--- config.mk ---
export PLATFORM = sky130hd
export DESIGN_NAME = boreal_dma_port_adapter
export DESIGN_NICKNAME = d
export VERILOG_FILES = /design/src/rtl/boreal_dma_port_adapter.sv
export SDC_FILE = /design/constraint.sdc
export NUM_CORES = 1
export LEC_CHECK = 0
export CAP_MARGIN = 20
export CORE_MARGIN = 10
export CORE_UTILIZATION = 35
export CTS_CLUSTER_SIZE = 30
export DETAILED_ROUTE_END_ITERATION = 12
export REMOVE_ABC_BUFFERS = 1
export SKIP_LAST_GASP = 1
export SYNTH_ARGS = -nofsm -noshare
export SYNTH_HDL_FRONTEND = slang
export SYNTH_SLANG_ARGS = --single-unit
--- constraint.sdc ---
create_clock -name clk -period 7.16 [get_ports clk]
set_input_delay 1.432 -clock clk [delete_from_list [all_inputs] [get_ports clk]]
set_output_delay 1.432 -clock clk [all_outputs]
set_load 0.01 [all_outputs]
--- src/rtl/boreal_dma_port_adapter.sv ---
// DMA engine to interconnect port adapter: request FIFO, CPU-priority issue, timeout.
// Optional macro BOREAL_DMA_PRIV_FILTER_EN rejects PRIV2-region heads locally.
`ifndef REGN_PRIV2
`define REGN_PRIV2 4'hE
`endif

module boreal_dma_port_adapter #(
  parameter int DEPTH   = 4,
  parameter int TIMEOUT = 15
) (
  input  logic        clk,
  input  logic        rst_n,
  input  logic        in_req_valid,
  output logic        in_req_ready,
  input  logic        in_req_we,
  input  logic [31:0] in_req_addr,
  input  logic [31:0] in_req_wdata,
  input  logic [3:0]  in_req_wstrb,
  output logic        in_resp_valid,
  output logic        in_resp_err,
  output logic [31:0] in_resp_rdata,
  output logic        dma_req_valid,
  output logic        dma_req_we,
  output logic [31:0] dma_req_addr,
  output logic [31:0] dma_req_wdata,
  output logic [3:0]  dma_req_wstrb,
  input  logic        dma_resp_valid,
  input  logic        dma_resp_err,
  input  logic [31:0] dma_resp_rdata,
  input  logic        cpu_req_valid,
  output logic [15:0] stat_starve,
  output logic [7:0]  stat_timeout
);

  localparam int AW = $clog2(DEPTH);
  localparam int CW = $clog2(TIMEOUT + 1);

  typedef enum logic {IDLE, WAIT} state_t;

  typedef struct packed {
    logic        we;
    logic [31:0] addr;
    logic [31:0] wdata;
    logic [3:0]  wstrb;
  } req_t;

  req_t          mem [DEPTH];
  req_t          head;
  logic [AW:0]   wp, rp;
  logic          full, empty, push, pop;
  logic          priv, issue, drop, tmo_hit;
  state_t        state, state_n;
  logic [CW-1:0] cnt, cnt_n;
  logic          rv_n, re_n;
  logic [31:0]   rd_n;

  // Extra pointer bit separates full from empty.
  assign empty = (wp == rp);
  assign full  = (wp[AW] != rp[AW]) &&
                 (wp[AW-1:0] == rp[AW-1:0]);
  assign head  = mem[rp[AW-1:0]];

`ifdef BOREAL_DMA_PRIV_FILTER_EN
  assign priv = !empty && (head.addr[31:28] == `REGN_PRIV2);
`else
  assign priv = 1'b0;
`endif

  assign in_req_ready  = !full;
  assign push          = in_req_valid && !full;
  assign dma_req_valid = (state == IDLE) && !empty && !priv;
  assign dma_req_we    = head.we;
  assign dma_req_addr  = head.addr;
  assign dma_req_wdata = head.wdata;
  assign dma_req_wstrb = head.wstrb;
  assign issue         = dma_req_valid && !cpu_req_valid;
  assign drop          = (state == IDLE) && priv;
  assign pop           = issue || drop;

  always_ff @(posedge clk) begin
    if (push) mem[wp[AW-1:0]] <= '{in_req_we, in_req_addr,
                                   in_req_wdata, in_req_wstrb};
  end

  always_ff @(posedge clk or negedge rst_n) begin
    if (!rst_n) begin
      wp <= '0;
      rp <= '0;
    end else begin
      if (push) wp <= wp + 1'b1;
      if (pop)  rp <= rp + 1'b1;
    end
  end

  always_comb begin
    state_n = state;
    cnt_n   = cnt;
    rv_n    = 1'b0;
    rd_n    = in_resp_rdata;
    re_n    = in_resp_err;
    tmo_hit = 1'b0;
    unique case (state)
      IDLE: begin
        if (drop) begin
          rv_n = 1'b1;
          rd_n = '0;
          re_n = 1'b1;
        end else if (issue) begin
          state_n = WAIT;
          cnt_n   = '0;
        end
      end
      WAIT: begin
        if (dma_resp_valid) begin
          rv_n    = 1'b1;
          rd_n    = dma_resp_rdata;
          re_n    = dma_resp_err;
          state_n = IDLE;
        end else if (cnt == CW'(TIMEOUT - 1)) begin
          rv_n    = 1'b1;
          rd_n    = '0;
          re_n    = 1'b1;
          tmo_hit = 1'b1;
          state_n = IDLE;
        end else begin
          cnt_n = cnt + 1'b1;
        end
      end
      default: state_n = IDLE;
    endcase
  end

  always_ff @(posedge clk or negedge rst_n) begin
    if (!rst_n) begin
      state         <= IDLE;
      cnt           <= '0;
      in_resp_valid <= 1'b0;
      in_resp_err   <= 1'b0;
      in_resp_rdata <= '0;
    end else begin
      state         <= state_n;
      cnt           <= cnt_n;
      in_resp_valid <= rv_n;
      in_resp_err   <= re_n;
      in_resp_rdata <= rd_n;
    end
  end

  always_ff @(posedge clk or negedge rst_n) begin
    if (!rst_n) begin
      stat_starve  <= '0;
      stat_timeout <= '0;
    end else begin
      if (dma_req_valid && cpu_req_valid && stat_starve != 16'hFFFF)
        stat_starve <= stat_starve + 1'b1;
      if (tmo_hit && stat_timeout != 8'hFF)
        stat_timeout <= stat_timeout + 1'b1;
    end
  end

endmodule

* Word-level counts from Yosys, hierarchy flattened *
Memory sizes are Yosys's and may differ from the RTL's.
Index checks and enable logic that the tools add are counted.

storage, ports and cells
  memories kept = 1
  output and inout port bits = 129
  input bits = 107
  bits in registers = 69
  memory bits (writable) = 276
  word-level logic and storage cells = 59

operators by class
  bitwise gates (word level) = 1
  add/sub/neg operators = 5
  reduce and logical (&&, ||, !) cells = 12
  multiplexer cells = 21
  equality and inequality tests = 10

memories
  memory  depth  bits a word  read ports  clocked after Yosys merged registers in  write ports  line  source
  mem     4      69           1           0                                        1            47    req_t mem [DEPTH];

operator list
  operator                                                          count
  32-bit 2-to-1 mux                                                 3
  16-bit by 1-bit adder with 16-bit output (second input constant)  1
  16-bit != test (second input constant)                            1
  1-bit 2-to-1 mux                                                  12
  4-bit 2-to-1 mux                                                  3
  8-bit by 1-bit adder with 8-bit output (second input constant)    1
  8-bit != test (second input constant)                             1
  4-bit one-hot mux with 2 select lines                             1
  1-bit logical AND                                                 7
  3-bit by 1-bit adder with 3-bit output (second input constant)    2
  2-bit != test (second input constant)                             3
  4-bit by 1-bit adder with 4-bit output (second input constant)    1
  4-bit == test (second input constant)                             1
  1-bit one-hot mux with 2 select lines                             2
  3-bit == test                                                     1
  1-bit logical NOT                                                 3
  3-bit by 2-bit != test with 1-bit output (second input constant)  1
  3-bit AND reduction                                               1
  2-bit == test                                                     1
  2-bit AND reduction                                               1
  1-bit != test                                                     1
  1-bit NOT                                                         1

* Longest topological paths before layout *
Gate-level depths: netlist of run 1.

  depth after elaboration = 6
  mapped depth = 6
  depth with buffers taken out = 6

* Worst setup path after synthesis of run 1 *
No wires, ideal clock.

  path kind = input -> register
  start = input in_req_valid
  end = memory mem[3][0] (netlist name) (enable)
  required time = 6724 ps
  path buffers = 0
  cell stages on the path = 2
  path slack = 3389 ps
  data arrival time = 3335 ps
  cell sequence = o31a_1 and2_1

between the ends
  cells in the longest elaborated chain, start to end = 3

ends and longest elaborated chain
  item                                    line  source
  start, declared                         13    input logic in_req_valid,
  1-bit logical AND                       70    assign push = in_req_valid && !full;
  1-bit 2-to-1 mux                        81    if (push) mem[wp[AW-1:0]] <= '{in_req_we, in_req_addr,
  1-bit 2-to-1 mux (implied by the code)  81
  end, declared                           47

No other way between the ends.

* Final worst setup path of run 1 *
  start = register rp[0]
  end = output dma_req_addr[30]

between the ends
  cells in the longest elaborated chain, start to end = 1

ends and longest elaborated chain
  item                    line  source
  start, declared         49    logic [AW:0] wp, rp;
  start signal, assigned  91    if (pop) rp <= rp + 1'b1;
  memory 4 x 69 bit       n/a
  end, declared           24    output logic [31:0] dma_req_addr,

No other way between the ends.

==> results of run 1 <==
-- cells in the mapped netlist, types with 2 or more instances --
| cell | count | share of area (%) |
|---|---|---|
| a22o_1 | 32 | 2.1 |
| a2bb2oi_1 | 2 | 0.13 |
| a31oi_1 | 2 | 0.096 |
| and2_1 | 7 | 0.34 |
| and3_1 | 2 | 0.096 |
| and4_1 | 2 | 0.13 |
| buf_2 | 7 | 0.27 |
| buf_6 | 3 | 0.26 |
| clkbuf_1 | 14 | 0.40 |
| dfrtp_1 | 69 | 13 |
| edfxtp_1 | 276 | 64 |
| ha_1 | 9 | 0.86 |
| inv_1 | 7 | 0.20 |
| mux2_2 | 4 | 0.35 |
| mux4_2 | 69 | 12 |
| nand2_1 | 12 | 0.35 |
| nand3_1 | 12 | 0.46 |
| nand4_1 | 9 | 0.43 |
| nor2_1 | 3 | 0.086 |
| nor2b_1 | 2 | 0.096 |
| nor3_1 | 7 | 0.27 |
| nor4_2 | 4 | 0.38 |
| nor4b_1 | 2 | 0.13 |
| o211ai_1 | 2 | 0.12 |
| o21ai_0 | 3 | 0.12 |
| xnor2_1 | 10 | 0.67 |
| xor2_1 | 17 | 1.1 |
| xor2_2 | 3 | 0.37 |
-- final cells by class --
class / count / area [µm²]
Multi-Input combinational cell: 230 / 2870
Sequential cell: 345 / 10000
Inverter: 7 / 26.3
Timing Repair Buffer: 245 / 2440
Fill cell: 3105 / 19500
Clock buffer: 45 / 1020
Tap cell: 468 / 586
Clock inverter: 27 / 241
-- flip-flops by register name, summed over array words and instances (netlist names) --
name           count
cnt                4
in_resp_err        1
in_resp_rdata     32
in_resp_valid      1
mem              276
rp                 3
stat_starve       16
stat_timeout       8
state              1
wp                 3
-- metal layers --
metal / vias up / GRT usage (%) / part of all wire, %
met5: - / 0 / 0.044
met4: 2 / 3.23 / 1.4
met3: 34 / 6.07 / 13
met2: 315 / 18.6 / 43
met1: 3408 / 17.3 / 43
li1: 3013 / - / -
-- path summary, 6_finish.rpt --
| check | to | slack, ns | depth (start not counted) |
|---|---|---|---|
| min in group asynchronous | in_resp_rdata[11] | 1.09 | 2 |
| worst max-delay path | dma_req_addr[30] | 2.41 | 3 |
| max in group asynchronous | rp[1] | 5.37 | 2 |
| worst min-delay path | in_resp_rdata[28] | 0.51 | 1 |
| worst min register to register | in_resp_rdata[28] | 0.51 | 1 |
| worst max register to register | mem[0][2] | 3.93 | 4 |
-- cells by family after synthesis --
kind of cell               after synthesis
and+or+nand+nor                         71
buffers and inverters                   32
xor gates and xnor gates                30
muxes                                   73
adders and majority gates                9
AOI/OAI and AO/OA                       47
DFF                                    345
-- power breakdown --
group | total, mW | internal (mW) | switching (mW)
Clock | 1.93 | 1.14 | 0.785
Sequential | 3.02 | 2.71 | 0.302
Combinational | 2.33 | 1.29 | 1.05
==> flow_summary_export.csv, run 1 <==
group,metric,value,unit
timing,rsz0062_at_grt,"false",
synth,netlist_area,13000,µm²
synth,ys_seq_area_share,76.8,%
synth,yosys_warnings,0,
finish,syn_to_final_growth,32.0,%
routing,viasPerCell,4.95,
synth,ys.flop_type,"edfxtp_1",
timing,hold_viol_final,0,
global_route,grt_pass1_wl,45100,µm
floorplan,dieHeight,213,µm
timing,max_slew_margin,37.4,%
synth,ys_ff_latch,345,
floorplan,dieArea,45400,µm²
finish,layout_commonest_cell,"edfxtp_1",
pwr,p_total,7.28,mW
worst_setup_path,crit_fanout,43,
worst_setup_path,crit_family,"buffers and inverters",
routing,drc_errors,0,
pwr,leakage,5.97,nW
synth,synth_edf_count,276,
worst_setup_path,cp-start-kind,"flip-flop",
global_route,grt_usage,12.9,%
synth,synthXorXnorAreaFrac,2.19,%
timing,clock_skew,0.00901,ns
synth,ys_types,44,
cts,clock_latency,0.52,ns
floorplan,row_count,70,
timing,post-route-min-period,4.75,ns
cts,clock_path_buffers,3,
outcome,status,"finished clean",
synth,synth_compound_area_share,3.15,%
cts,cts.repair.resized,0,
placed_design,place_area,15900,µm²
finish,final_cells,1367,
synth,yosys.area_share.simple,3.46,%
timing,finalSetupViolations,0,
timing,hold_ws,0.506,ns
cts,cts_inserted_buffers,39,
global_route,grt_start_max_net_pins,74,
worst_setup_path,max_stage_delay,1.03,ns
finish,antenna_cells,0,
finish,finish.instance_area,17200,µm²
routing,drtIter0Drc,390,
finish,nets,984,
worst_setup_path,worst-setup-path-type,"reg -> out",
pwr,vdd_drop_max,0.192,mV
worst_setup_path,crit_arrival,3.32,ns
routing,drt_wl_total,29500,µm
floorplan,fp.dieW,213,µm
timing,setup_tns,0,ns
synth,synth.avg_cell_area,21.5,µm²
timing,report.final.slew_viol_count,0,
pwr,p_per_area,423,nW/µm²
placed_design,hpwl,19200,µm
floorplan,core-area,36700,µm²
worst_setup_path,startpoint,"rp[0]",
global_route,gr-total-overflow,0,
floorplan,start_util,35.5,%
synth,synthCells,607,
finish,fin_util,46.9,%
timing,tightestPinTransition,0.939,ns
cts,root_buffer,"clkbuf_16",
synth,synth_fa_ha_area_share,0.864,%
routing,post_drt_wl_per_cell,21.6,µm
worst_setup_path,crit_chain,"buf_4 -> mux4_2 -> clkdlybuf4s50_1",
placed_design,post-place-ws,2.86,ns
worst_hold_path,hold_class,"reg -> reg",
placed_design,gp_congestion,0.793,
cts,cts_setup_buffers,0,
worst_setup_path,critPathBufInv,2,
routing,num_vias,6772,
worst_hold_path,min-delay-start,"in_resp_rdata[28]",
flow_run,maxCapViolations,0,
floorplan,io_pins,236,
finish,final_cell_mix,"edfxtp_1, clkdlybuf4s50_1, mux4_2",
routing,ant_nets,0,
timing,fin_crit_sh,66.3,%
synth,synthMuxAreaShare,12.3,%
timing,max_freq,211,MHz
global_route,grt_pass1_vias,7440,
routing,drt_pass1_iterations,5,
worst_setup_path,worstReg2RegStart,"rp[0]",
timing,fin_ws,2.41,ns
synth,async_flop_share,20.0,%
cts,cts.htree.levels,2,
placed_design,io_buffer_count,235,
worst_setup_path,endpoint_kind,"output pin",
synth,synth_top_family_by_area,"multiplexers",
finish,drive_above_1_share,18.6,%
cts,hold_buffers,0,
global_route,grt_antenna_before_repair,1,
cts,clk_pin_slew,0.06,ns
placed_design,dp.cells,1294,
cts,cts_tree,"done",
worst_setup_path,critical_path_required,5.73,ns
worst_setup_path,crit_slowest_cell,"dfrtp_4",
cts,clock-sinks,345,
Power figures use the tool's default switching activity.
==> run 2: changes to the inputs <==
==> constraint.sdc (replaced) <==
create_clock -name clk -period 4.88 [get_ports clk]
set_input_delay 0.976 -clock clk [delete_from_list [all_inputs] [get_ports clk]]
set_output_delay 0.976 -clock clk [all_outputs]
set_load 0.01 [all_outputs]
==> flow_summary_export.csv, run 2 (synthesis results as in run 1) <==
group,metric,value,unit
worst_setup_path,reg2reg_depth,5,
cts,root_buffer,"clkbuf_16",
finish,largest_reg_flops,276,
finish,final_cell_mix,"edfxtp_1, clkdlybuf4s50_1, mux4_2",
outcome,status,"finished clean",
global_route,grt_pass1_wl,45000,µm
timing,report.final.slew_viol_count,0,
routing,drtIter0Drc,251,
cts,hold_buffers,0,
worst_hold_path,hold_depth,1,
worst_setup_path,crit_arrival,2.77,ns
finish,fin_util,47.0,%
cts,clock_latency,0.52,ns
worst_hold_path,min-delay-start,"stat_timeout[4]",
floorplan,start_util,35.5,%
worst_hold_path,hold_class,"reg -> reg",
cts,cts_tree,"done",
cts,cts.repair.resized,0,
finish,nets,988,
pwr,vdd_drop_max,0.303,mV
routing,drt_pass1_iterations,4,
worst_setup_path,worstReg2RegStart,"rp[1]",
pwr,p_per_area,620,nW/µm²
worst_setup_path,endpoint_kind,"output pin",
routing,num_vias,6735,
floorplan,dieArea,45400,µm²
routing,drc_errors,0,
placed_design,io_buffer_count,235,
flow_run,maxCapViolations,0,
timing,fin_crit_sh,76.9,%
floorplan,dieHeight,213,µm
finish,finish.instance_area,17300,µm²
global_route,grt_use_met3,4.96,%
global_route,met2_usage,19.7,%
finish,antenna_cells,0,
worst_setup_path,cp-start-kind,"flip-flop",
routing,post_drt_wl_per_cell,21.1,µm
global_route,busiest_layer,"met2",
timing,max_slew_margin,39.7,%
cts,clock_path_buffers,3,
cts,cts.htree.levels,2,
global_route,grt_antenna_before_repair,0,
global_route,grt_start_max_net_pins,70,
worst_setup_path,crit_fanout,23,
timing,hold_viol_final,0,
global_route,grt_usage,12.8,%
timing,finalSetupViolations,0,
routing,drt_wl_total,28900,µm
floorplan,core-area,36700,µm²
timing,tightestPinTransition,0.904,ns
finish,drive_above_1_share,18.2,%
worst_setup_path,worst-setup-path-type,"reg -> out",
cts,clk_pin_slew,0.06,ns
worst_setup_path,reg2reg_to,"mem[2][46]",
global_route,grt_pass1_vias,7514,
floorplan,io_pins,236,
routing,viasPerCell,4.92,
timing,post-route-min-period,3.75,ns
finish,layout_commonest_cell,"edfxtp_1",
finish,multi_input_area,2870,µm²
cts,cts_inserted_buffers,38,
floorplan,row_count,70,
worst_setup_path,regToRegSetupSlack,1.67,ns
routing,ant_nets,0,
floorplan,fp.dieW,213,µm
timing,hold_ws,0.495,ns
placed_design,place_area,16000,µm²
placed_design,hpwl,18400,µm
cts,clock-sinks,345,
worst_hold_path,hold_end,"stat_timeout[4]",
finish,nFillCells,3050,
timing,max_freq,267,MHz
cts,cts_setup_buffers,0,
global_route,gr-total-overflow,0,
finish,syn_to_final_growth,32.4,%
worst_setup_path,critical_path_required,3.90,ns
placed_design,gp_congestion,0.728,
global_route,grt_use_met1,16.5,%
pwr,leakage,5.99,nW
finish,seqCellArea,10000,µm²
timing,clock_skew,0.0178,ns
timing,rsz0062_at_grt,"false",
[run 2: changes by cell type in the layout (fill, tap and decap cells not counted), sizes merged]
cell / delta
clkinvlp: -2
bufinv: +1
buf: +5
clkbuf: -1
inv: -2
[run 2: per-stage QoR]
| stage | instances | power [mW] | setup slack (ns) | setup TNS (ns) |
|---|---|---|---|---|
| 5_1_grt | 1368 | 11.3 | 0.917 | 0 |
| 3_5_place_dp | 1299 | 8.06 | 1.56 | 0 |
| 3_3_place_gp | 1299 | 8.05 | 1.57 | 0 |
| 4_1_cts | 1367 | 10.9 | 0.987 | 0 |
| 6_report | 1368 | 10.7 | 1.13 | 0 |
| 2_1_floorplan | 582 | 6.18 | -0.532 | -140.68 |
[run 2: how the worst max path moves through the flow]
stage,startpoint,end
after floorplan,rp[0],mem[3][0]
after global placement,rp[0],dma_req_addr[14]
after detailed placement,rp[0],dma_req_addr[11]
after CTS,rp[0],dma_req_addr[11]
after global routing,rp[0],dma_req_addr[14]
final,rp[0],dma_req_wdata[0]
[run 2: layout make-up]
class	instances	area share [%]
Clock buffer	44	5.70
Clock inverter	24	1.36
Inverter	7	0.152
Multi-Input combinational cell	230	16.6
Sequential cell	345	58.1
Tap cell	468	3.39
Timing Repair Buffer	250	14.7
[run 2: power by group]
| group | switching (mW) | internal (mW) | total, mW |
|---|---|---|---|
| clock | 1.12 | 1.66 | 2.78 |
| sequential | 0.411 | 3.97 | 4.39 |
| combinational | 1.59 | 1.94 | 3.53 |
| total | 3.12 | 7.57 | 10.7 |
[run 2: worst max-delay path, stage by stage (launching register included)]
cell,delay (ns)
dfrtp_4,0.77
buf_4,0.40
mux4_2,0.57
clkdlybuf4s50_1,0.50
[run 2: metal layers]
metal,part of all wire [%],vias to the layer above
met2,45,244
met1,43,3425
met5,0,-
met4,1.7,0
li1,-,3021
met3,9.8,45
